==> src/rtl/gate_exerciser.sv <==
// rtl/gate_exerciser.sv - drives a two-input gate through all four vectors and checks c against TRUTH
module gate_exerciser #(
  parameter logic [3:0] TRUTH      = 4'b0111,
  parameter int         SETTLE_CYC = 2,
  parameter int         PASSES     = 1,
  parameter int         ERR_W      = 8
) (
  input  logic             clk,
  input  logic             rst_n,
  input  logic             start,
  input  logic             abort,
  output logic             a,
  output logic             b,
  input  logic             c_in,
  output logic             busy,
  output logic             done,
  output logic             pass,
  output logic [ERR_W-1:0] err_count,
  output logic [1:0]       first_fail
);

  typedef enum logic [1:0] {IDLE, HOLD, FIN} state_t;

  localparam logic [7:0] SETTLE_C  = 8'(SETTLE_CYC);
  localparam logic [7:0] PASS_LAST = 8'(PASSES - 1);

  state_t           state_q;
  logic [1:0]       vec_q;
  logic [7:0]       hold_q;
  logic [7:0]       pass_cnt_q;
  logic [ERR_W-1:0] err_q;
  logic [ERR_W-1:0] err_d;
  logic [1:0]       ff_q;
  logic             a_q, b_q, busy_q, done_q, pass_q;
  logic             mismatch;
  logic [1:0]       vec_nxt;

  always_comb begin
    mismatch = (c_in != TRUTH[vec_q]);
    vec_nxt  = vec_q + 2'd1;
    err_d    = err_q;
    // Saturate rather than wrap so a bad gate can never read back as clean.
    if (mismatch && (err_q != {ERR_W{1'b1}}))
      err_d = err_q + {{(ERR_W-1){1'b0}}, 1'b1};
  end

  always_ff @(posedge clk or negedge rst_n) begin
    if (!rst_n) begin
      state_q    <= IDLE;
      vec_q      <= 2'd0;
      hold_q     <= 8'd0;
      pass_cnt_q <= 8'd0;
      err_q      <= '0;
      ff_q       <= 2'd0;
      a_q        <= 1'b0;
      b_q        <= 1'b0;
      busy_q     <= 1'b0;
      done_q     <= 1'b0;
      pass_q     <= 1'b0;
    end else begin
      done_q <= 1'b0;
      if (abort) begin
        state_q <= IDLE;
        a_q     <= 1'b0;
        b_q     <= 1'b0;
        busy_q  <= 1'b0;
      end else begin
        case (state_q)
          IDLE: begin
            if (start) begin
              err_q      <= '0;
              ff_q       <= 2'd0;
              vec_q      <= 2'd0;
              pass_cnt_q <= 8'd0;
              hold_q     <= 8'd0;
              a_q        <= 1'b0;
              b_q        <= 1'b0;
              busy_q     <= 1'b1;
              state_q    <= HOLD;
            end
          end
          HOLD: begin
            if (hold_q == SETTLE_C) begin
              err_q  <= err_d;
              hold_q <= 8'd0;
              if (mismatch && (err_q == '0))
                ff_q <= vec_q;
              if ((vec_q == 2'd3) && (pass_cnt_q == PASS_LAST)) begin
                state_q <= FIN;
                busy_q  <= 1'b0;
                done_q  <= 1'b1;
                pass_q  <= (err_d == '0);
                a_q     <= 1'b0;
                b_q     <= 1'b0;
              end else begin
                vec_q <= vec_nxt;
                a_q   <= vec_nxt[1];
                b_q   <= vec_nxt[0];
                if (vec_q == 2'd3)
                  pass_cnt_q <= pass_cnt_q + 8'd1;
              end
            end else begin
              hold_q <= hold_q + 8'd1;
            end
          end
          FIN: state_q <= IDLE;
          default: state_q <= IDLE;
        endcase
      end
    end
  end

  assign a          = a_q;
  assign b          = b_q;
  assign busy       = busy_q;
  assign done       = done_q;
  assign pass       = pass_q;
  assign err_count  = err_q;
  assign first_fail = ff_q;

endmodule

==> config.mk <==
export PLATFORM = sky130hd
export DESIGN_NAME = gate_exerciser
export DESIGN_NICKNAME = d
export VERILOG_FILES = /design/src/rtl/gate_exerciser.sv
export SDC_FILE = /design/constraint.sdc
export NUM_CORES = 1
export LEC_CHECK = 0
export ABC_AREA = 1
export BUFFER_PORTS_ARGS = -buffer_cell sky130_fd_sc_hd__buf_2
export CAP_MARGIN = 10
export CORE_MARGIN = 10
export CORE_UTILIZATION = 35
export DETAILED_ROUTE_END_ITERATION = 16
export PLACE_DENSITY = 0.55
export SLEW_MARGIN = 40
export SYNTH_ARGS = -nofsm -noshare
export SYNTH_HDL_FRONTEND = slang
export SYNTH_SLANG_ARGS = --single-unit
==> constraint.sdc <==
create_clock -name clk -period 3.21 [get_ports clk]
set_clock_uncertainty 0.15 [all_clocks]
set_input_delay 0.321 -clock clk [delete_from_list [all_inputs] [get_ports clk]]
set_output_delay 0.321 -clock clk [all_outputs]
set_load 0.01 [all_outputs]
==> results of run 1 <==
-- state kept, by name (all words and copies together), names as in the netlist --
register and count:
pass_cnt_q 8, hold_q 8, busy 1, a 1, err_count 8, state_q 2
vec_q 2, b 1, first_fail 2, pass 1, done 1
-- area by class of cell --
cell class	count	share of cell area
sequential	35	0.371
inverter	38	0.0604
clock inverter	3	0.00636
tap	75	0.0397
timing repair buffer	20	0.0456
clock buffer	5	0.0291
multi-input combinational	197	0.448
-- metal layers --
metal,up-vias,global-route usage
li1,929,-
met1,838,0.127
met2,25,0.162
met3,5,0.0334
met4,0,0.0302
met5,-,0
-- worst max-delay path, cell delays in order (launching register included) --
cell	delay, ps
dfrtp_1	400
inv_1	100
ha_1	140
nor3b_2	200
nand2_2	100
nand2_4	90
nand2_4	60
nor3_4	500
nand3_1	130
o21ai_1	110
-- metrics by stage --
step	area, sq um	worst slack (ps)	utilization	hold WS (ps)	power [mW]
3_3_place_gp	2260	1220	0.387	300	1.23
4_1_cts	2360	1140	0.403	101	1.55
2_1_floorplan	2090	1510	-	-125	1.08
6_report	2360	1170	0.404	114	1.52
5_1_grt	2360	918	0.404	131	1.67
3_5_place_dp	2260	1140	0.387	304	1.23
-- cell families after synthesis --
group                      share of synthesized area
and+or+nand+nor                                0.342
xor gates and xnor gates                      0.0293
DFF                                            0.418
adders and majority gates                     0.0478
buffers and inverters                         0.0771
AOI/OAI and AO/OA                             0.0860
-- worst paths after layout --
kind / cells after the start / end / startpoint
max: 9 / pass_cnt_q[1]$_DFFE_PN0P_ / hold_q[0]$_DFFE_PN0P_
min reg2reg: 2 / a$_DFFE_PN0P_ / a$_DFFE_PN0P_
max in group asynchronous: 2 / hold_q[4]$_DFFE_PN0P_ / rst_n
min in group asynchronous: 2 / pass_cnt_q[4]$_DFFE_PN0P_ / rst_n
max reg2reg: 9 / pass_cnt_q[1]$_DFFE_PN0P_ / hold_q[0]$_DFFE_PN0P_
min: 2 / state_q[1]$_DFFE_PN0P_ / abort
-- synthesized netlist by cell type --
cell type / n
nand2_4: 2
nand3_1: 22
inv_2: 7
o22ai_1: 7
xor2_1: 7
a31oi_1: 1
o21ai_0: 6
a21oi_1: 6
nor3_1: 6
nand4_1: 6
nand2_1: 70
ha_1: 8
nor3_2: 2
buf_4: 1
nor2_1: 25
nand3b_1: 1
nand3_2: 1
nand2_2: 6
o21ai_2: 2
nor3b_2: 2
and3_1: 1
inv_1: 31
dfrtp_1: 35
nor4_1: 1
buf_6: 1
nor3_4: 1
o31ai_1: 1
nor2_4: 1
o21ai_1: 9
nor2_2: 3
-- power groups by stage --
stage / clock network, mW / logic [mW] / registers [mW]
after CTS: 0.324 / 0.584 / 0.639
after floorplan: 0 / 0.443 / 0.639
after global routing: 0.347 / 0.664 / 0.656
final: 0.309 / 0.574 / 0.640
after detailed placement: 0 / 0.579 / 0.648
after global placement: 0 / 0.577 / 0.649
==> results.md, run 1 <==
- Final setup TNS: 0 ps
- Maximum vdd drop: 0.277 mV
- Post-synth top area cell: dfrtp_1
- Share of layout cells above drive strength 1: 0.181
- Final hold violations: 0
- Highest routed layer: met4
- Pwr dens: 645 nW/um^2
- Multi-input gate area: 1060 sq um
- Worst Path Required: 3280 ps
- Commonest non-fill, non-tap cell in the layout: nand2_1
- Met3 wire length: about 230 um
- Max clock buf depth: 2
- Final min period: slightly above 2000 ps
- Vias per cell: 4.82
- Int Pwr: 0.880 mW
- Seq/Total Area, Yosys: 0.418
- Drt pass-1 iters: 5
- CTS tree: done
- Clk pwr share: 0.203
- Post-synthesis register bit count: 35
- Area of the die: 9480 sq um
- Antenna Nets Post-Route: 0
- Sink Count: 35
- Crit-path max FO: 16
- Post-CTS setup buffer count: 0
- Finish-stage setup viols: 0
- Metal-1 WL: 2250 um
- CP startpoint kind: flip-flop
- Psw: 0.643 mW
- Hold Crit Class: in -> reg
- Diode count: 0
- Pin count of the biggest net entering global routing: 36
- RSZ-0062 raised after global routing: false
- Area delta synth->final: 12.7%
- Hold Buf Count CTS: 1
- Reg clk slew, reported paths: 70 ps
- Worst R2R Setup Slack: ~1200 ps
- Crit. End Element: flip-flop
- Met2 wire length: 2100 um
- Vias in the first global route: approximately 1,800
- Reg area: between 800 and 900 sq um
- Syn Std Cell Area: about 2100 sq um
- Slew margin rel.: 0.573
- Avg Inst Size Synth: just under 8 sq um
- Clk_lat worst skew: 290 ps
- Initial antenna violation count: 0
- # DRC: 0
- Worst EP arrival: 2110 ps
- Port Buffers: 19
- Top cells by area, synth: dfrtp_1 42%, nand2_1 13%, inv_1 5.6%, nand3_1 5.3%, ha_1 4.8%
- # IOs: 20
- Overflow after GRT: 0
- Run status: completed
- Die Y: approximately 100 um
- Net Count, Synth: 285
- Slew @ Worst Pin: 638 ps
- Placed instance count: 364
- WL per Instance: between 10 and 15 um
- Die Width: between 90 and 100 um
- Sequential power share: 0.420
- Total CTS buffers: 5
- Root buf cell: clkbuf_8
- Routability congestion estimate: 0.885
- DRT iter0 DRCs: 55
- Cell Rows: 28
- H-tree levels: 2
- Post-Synthesis Cells: 272
- Post-DP HPWL: 3520 um
- Worst Path Class, Setup: reg -> reg
- Final nets: 310
- Distinct cells, synth: 30
- Final period util: 0.634
- Fmax: 491 MHz
- Total GRT Usage: 0.102
- Core area: around 5900 sq um
- Non-Filler Instances: 373
- Routed vias: between 1,500 and 2,000
- Post-CTS sizing: 0
- Post-synth top area share: 0.418
- Fill cells: 642
- Routed WL: approximately 4600 um
- Leakage: between 1 and 1.5 nW
- First-pass GRT wire length: 8200 um
- Most frequent cells in the layout: 70 x nand2_1, 35 x dfrtp_1, 31 x inv_1
- Ys Warns: 0
- Initial Util: 0.358
- Sw Ratio: 0.422
- Fin. max-slew vios: 0
- MaxCap Viol Count: 0
- Logic pwr share: 0.377
(Power assumes the default switching activity.)
==> inputs of run 2 (changes only) <==
--- a/config.mk
+++ b/config.mk
@@ -5,7 +5,7 @@
 export SDC_FILE = /design/constraint.sdc
 export NUM_CORES = 1
 export LEC_CHECK = 0
-export ABC_AREA = 1
+export ABC_AREA = 0
 export BUFFER_PORTS_ARGS = -buffer_cell sky130_fd_sc_hd__buf_2
 export CAP_MARGIN = 10
 export CORE_MARGIN = 10
==> constraint.sdc (replaced) <==
create_clock -name clk -period 2 [get_ports clk]
set_clock_uncertainty 0.15 [all_clocks]
set_input_delay 0.2 -clock clk [delete_from_list [all_inputs] [get_ports clk]]
set_output_delay 0.2 -clock clk [all_outputs]
set_load 0.01 [all_outputs]
==> run 2 against run 1 <==
The flow now finishes with violations (negative setup slack); synthesized area decreased by 0.60%; core utilization increased by 6.4 points; combinational power increased by 59%; first-iteration DRC count increased by 15%; non-clock buffer count increased by 45; global-route usage increased by 0.98 points; fmax decreased by 1.4%; hold slack improved by 74 ps; die area decreased by 0.48%; cell count decreased by 4.3%; highest routed layer unchanged.
==> results.md, run 2 <==
- Run status: finished, violations left (was completed)
- Failing checks: negative setup slack
- Drt pass-1 iters: 4 (was 5)
- Max clock buf depth: 2 (unchanged)
- Share of layout cells above drive strength 1: 0.333 (was 0.181)
- Post-synth top area cell: dfrtp_1 (unchanged)
- Final nets: 294 (was 310)
- Vias in the first global route: 1,802 (was 1,775)
- Sink Count: 35 (unchanged)
- Routability congestion estimate: 0.775 (was 0.885)
- Reg2Reg Depth: 6 (was 9)
- Final min period: 2070 ps (was 2040 ps)
- Adder-Cell Fraction of Synth Area: 0.0481 (was 0.0478)
- Worst R2R Setup Slack: -70 ps (was 1170 ps)
- Async set or reset register ratio after synthesis: 1.00 (unchanged)
- Vias per cell: 5.25 (was 4.82)
- # IOs: 20 (unchanged)
- Top cells by area, synth: dfrtp_1 42%, nor2_1 4.9%, ha_1 4.8%, nand4_1 3.6%, xor2_1 2.9% (was dfrtp_1 42%, nand2_1 13%, inv_1 5.6%, nand3_1 5.3%, ha_1 4.8%)
- Mux contribution to synthesized area: 0.0264 (was 0)
- Area of the die: 9430 sq um (was 9480 sq um)
- Commonest non-fill, non-tap cell in the layout: buf_4 (was nand2_1)
- Fmax: 484 MHz (was 491 MHz)
- Core area: 5850 sq um (unchanged)
- # DRC: 0 (unchanged)
- First-pass GRT wire length: 8800 um (was 8200 um)
- Seq/Total Area, Yosys: 0.421 (was 0.418)
- Die Y: 97.1 um (was 97.4 um)
- EDFF count, synth: 0 (unchanged)
- WL per Instance: 14.6 um (was 12.4 um)
- Avg Inst Size Synth: 9.55 sq um (was 7.70 sq um)
- Commonest cells post-synth: 35 x dfrtp_1, 27 x nor2_1, 16 x nand2_1 (was 70 x nand2_1, 35 x dfrtp_1, 31 x inv_1)
- Ys Warns: 0 (unchanged)
- MaxCap Viol Count: 0 (unchanged)
- Worst Setup SP: vec_q[1]$_DFFE_PN0P_ (was hold_q[0]$_DFFE_PN0P_)
- Antenna Nets Post-Route: 0 (unchanged)
- Slew margin rel.: 0.692 (was 0.573)
- Reg clk slew, reported paths: 80 ps (was 70 ps)
- R2R Path End: pass_cnt_q[7]$_DFFE_PN0P_ (was pass_cnt_q[1]$_DFFE_PN0P_)
- Worst Path Required: 2030 ps (was 3280 ps)
- Dpl ws: -108 ps (was 1140 ps)
- Routed WL: 5200 um (was 4640 um)
- Finish-stage setup viols: 5 (was 0)
- Simple-Gate Fraction of Synth Area: 0.235 (was 0.342)
- Slew @ Worst Pin: 457 ps (was 638 ps)
- Final hold violations: 0 (unchanged)
- Fin. max-slew vios: 0 (unchanged)
- Dominant synthesized flop cell: dfrtp_1 (unchanged)
- Worst Path Class, Setup: reg -> reg (unchanged)
- Pin count of the biggest net entering global routing: 36 (unchanged)
- Distinct cells, synth: 52 (was 30)
- Total CTS buffers: 5 (unchanged)
- Clk_lat worst skew: 300 ps (was 290 ps)
- Slowest cell on crit path: dfrtp_1 (was nor3_4)
- Diode count: 0 (unchanged)
- Post-Synthesis Cells: 218 (was 272)
- Initial antenna violation count: 0 (unchanged)
- Area delta synth->final: 31.2% (was 12.7%)
- Die Width: 97.1 um (was 97.4 um)
- Net Count, Synth: 231 (was 285)
- CTS tree: done (unchanged)
- Crit. End Element: flip-flop (unchanged)
- DRT iter0 DRCs: 63 (was 55)
- Fin worst setup slack: -65.1 ps (was 1170 ps)
- Crit-path max FO: 4 (was 16)
- CP startpoint kind: flip-flop (unchanged)
- Cell Rows: 28 (unchanged)
- Largest family of logic cells by synthesized area: simple AND/OR/NAND/NOR gates (unchanged)
- Count leader, synth: dfrtp_1 (was nand2_1)
- Most frequent cells in the layout: 45 x buf_4, 34 x dfrtp_1, 26 x nor2_1 (was 70 x nand2_1, 35 x dfrtp_1, 31 x inv_1)
- Overflow after GRT: 0 (unchanged)
- RSZ-0062 raised after global routing: true (was false)
- Worst EP arrival: 2090 ps (was 2110 ps)
- Routed vias: 1,875 (was 1,797)
- Total GRT Usage: 0.112 (was 0.102)
- Cell Chain, Critical Path: ha_1, nor4bb_4, a21bo_1, a211oi_4, nand4_1, mux2_1 (was inv_1, ha_1, nor3b_2, nand2_2, nand2_4, nand2_4, nor3_4, nand3_1, o21ai_1)
- Pwr dens: 876 nW/um^2 (was 645 nW/um^2)
- Post-DP HPWL: 3810 um (was 3520 um)
- Initial Util: 0.356 (was 0.358)
- Synth Area in XOR/XNOR: 0.0421 (was 0.0293)
- Total power: 2.39 mW (was 1.52 mW)
- Syn Std Cell Area: 2080 sq um (was 2090 sq um)
- Complex-gate fraction of the synthesized area: 0.190 (was 0.0860)
- WHS: 188 ps (was 114 ps)
- Leakage: 1.30 nW (was 1.22 nW)
- Final period util: 1.03 (was 0.634)
- Maximum vdd drop: 0.583 mV (was 0.277 mV)
- Setup crit end: pass_cnt_q[7]$_DFFE_PN0P_ (was pass_cnt_q[1]$_DFFE_PN0P_)
- Root buf cell: clkbuf_8 (unchanged)
- Port Buffers: 19 (unchanged)
- Reg2reg start: vec_q[1]$_DFFE_PN0P_ (was hold_q[0]$_DFFE_PN0P_)
- Post-synthesis register bit count: 35 (unchanged)
- Critical Path Max Stage Delay: 430 ps (was 500 ps)
- Post-synth top area share: 0.421 (was 0.418)
- Hold Crit Class: in -> reg (unchanged)
- H-tree levels: 2 (unchanged)
## run 2: cell count changes after synthesis, sizes merged, moves of 6 or more
cell,before,now
a22o,0,6
and3,1,7
inv,38,8
nand2,78,16
nand3,23,7
nand4,6,12
nor3,9,2
o22ai,7,0
## run 2: kinds of logic after synthesis
kind of cell | Yosys count
adder cells (fa/ha/maj) | 8
AND/OR/NAND/NOR | 91
XOR/XNOR | 10
flip-flops | 35
buffers and inverters | 17
AO/OA/AOI/OAI | 52
multiplexers | 5
## run 2: layer usage
layer	track usage	share of wire	up-vias
met5	0	0	-
met4	0.0409	0.017	0
met3	0.0349	0.048	7
met2	0.173	0.48	48
met1	0.141	0.46	901
li1	-	-	919
## run 2: how the worst min path moves through the flow
| stage | start | endpoint | slack (ps) | depth (start not counted) |
|---|---|---|---|---|
| after floorplan | rst_n | a$_DFFE_PN0P_ | -250 | 0 |
| after global placement | rst_n | hold_q[5]$_DFFE_PN0P_ | 130 | 2 |
| after detailed placement | rst_n | hold_q[4]$_DFFE_PN0P_ | 130 | 2 |
| after CTS | abort | hold_q[1]$_DFFE_PN0P_ | 190 | 4 |
| after global routing | abort | busy$_DFFE_PN0P_ | 190 | 3 |
| final | abort | busy$_DFFE_PN0P_ | 190 | 3 |
## run 2: area by class of cell
| type | count | area, sq um |
|---|---|---|
| timing repair buffer | 65 | 443 |
| sequential | 35 | 877 |
| inverter | 8 | 30.0 |
| clock inverter | 1 | 7.51 |
| clock buffer | 7 | 96.3 |
| tap | 75 | 93.8 |
| fill | 559 | 3120 |
| multi-input combinational | 166 | 1180 |
## run 2: power by group
group          switching, mW  total (mW)  internal [mW]
sequential            0.0826       0.890          0.807
combinational          0.456       0.914          0.458
clock                  0.277       0.590          0.313
total                  0.815        2.39           1.58
## run 2: per-stage QoR
| step | setup TNS [ps] | utilization | std cells | cell area, sq um |
|---|---|---|---|---|
| floorplan | 0 | - | 218 | 2080 |
| global placement | -5.83 | 0.430 | 342 | 2510 |
| detailed placement | -389 | 0.430 | 342 | 2510 |
| CTS | -41.5 | 0.459 | 355 | 2690 |
| global route | -838 | 0.467 | 357 | 2730 |
| finish | -157 | 0.467 | 357 | 2730 |
## run 2: worst max-delay path, delay by kind of cell, from the launching register on
family                   cells  cell delay, ps
AO/OA/AOI/OAI                2             510
flip-flops                   1             430
multiplexers                 1             330
AND/OR/NAND/NOR              2             310
adder cells (fa/ha/maj)      1             220
## run 2: timing repair
| action | CTS | global route |
|---|---|---|
| buffers inserted | 4 | 2 |
| hold buffers | 1 | 0 |
| gates resized for setup | 5 | 7 |
| hold endpoints to repair | 35 | 0 |
| setup endpoints to repair | 10 | 16 |
| pin swaps | 3 | 4 |
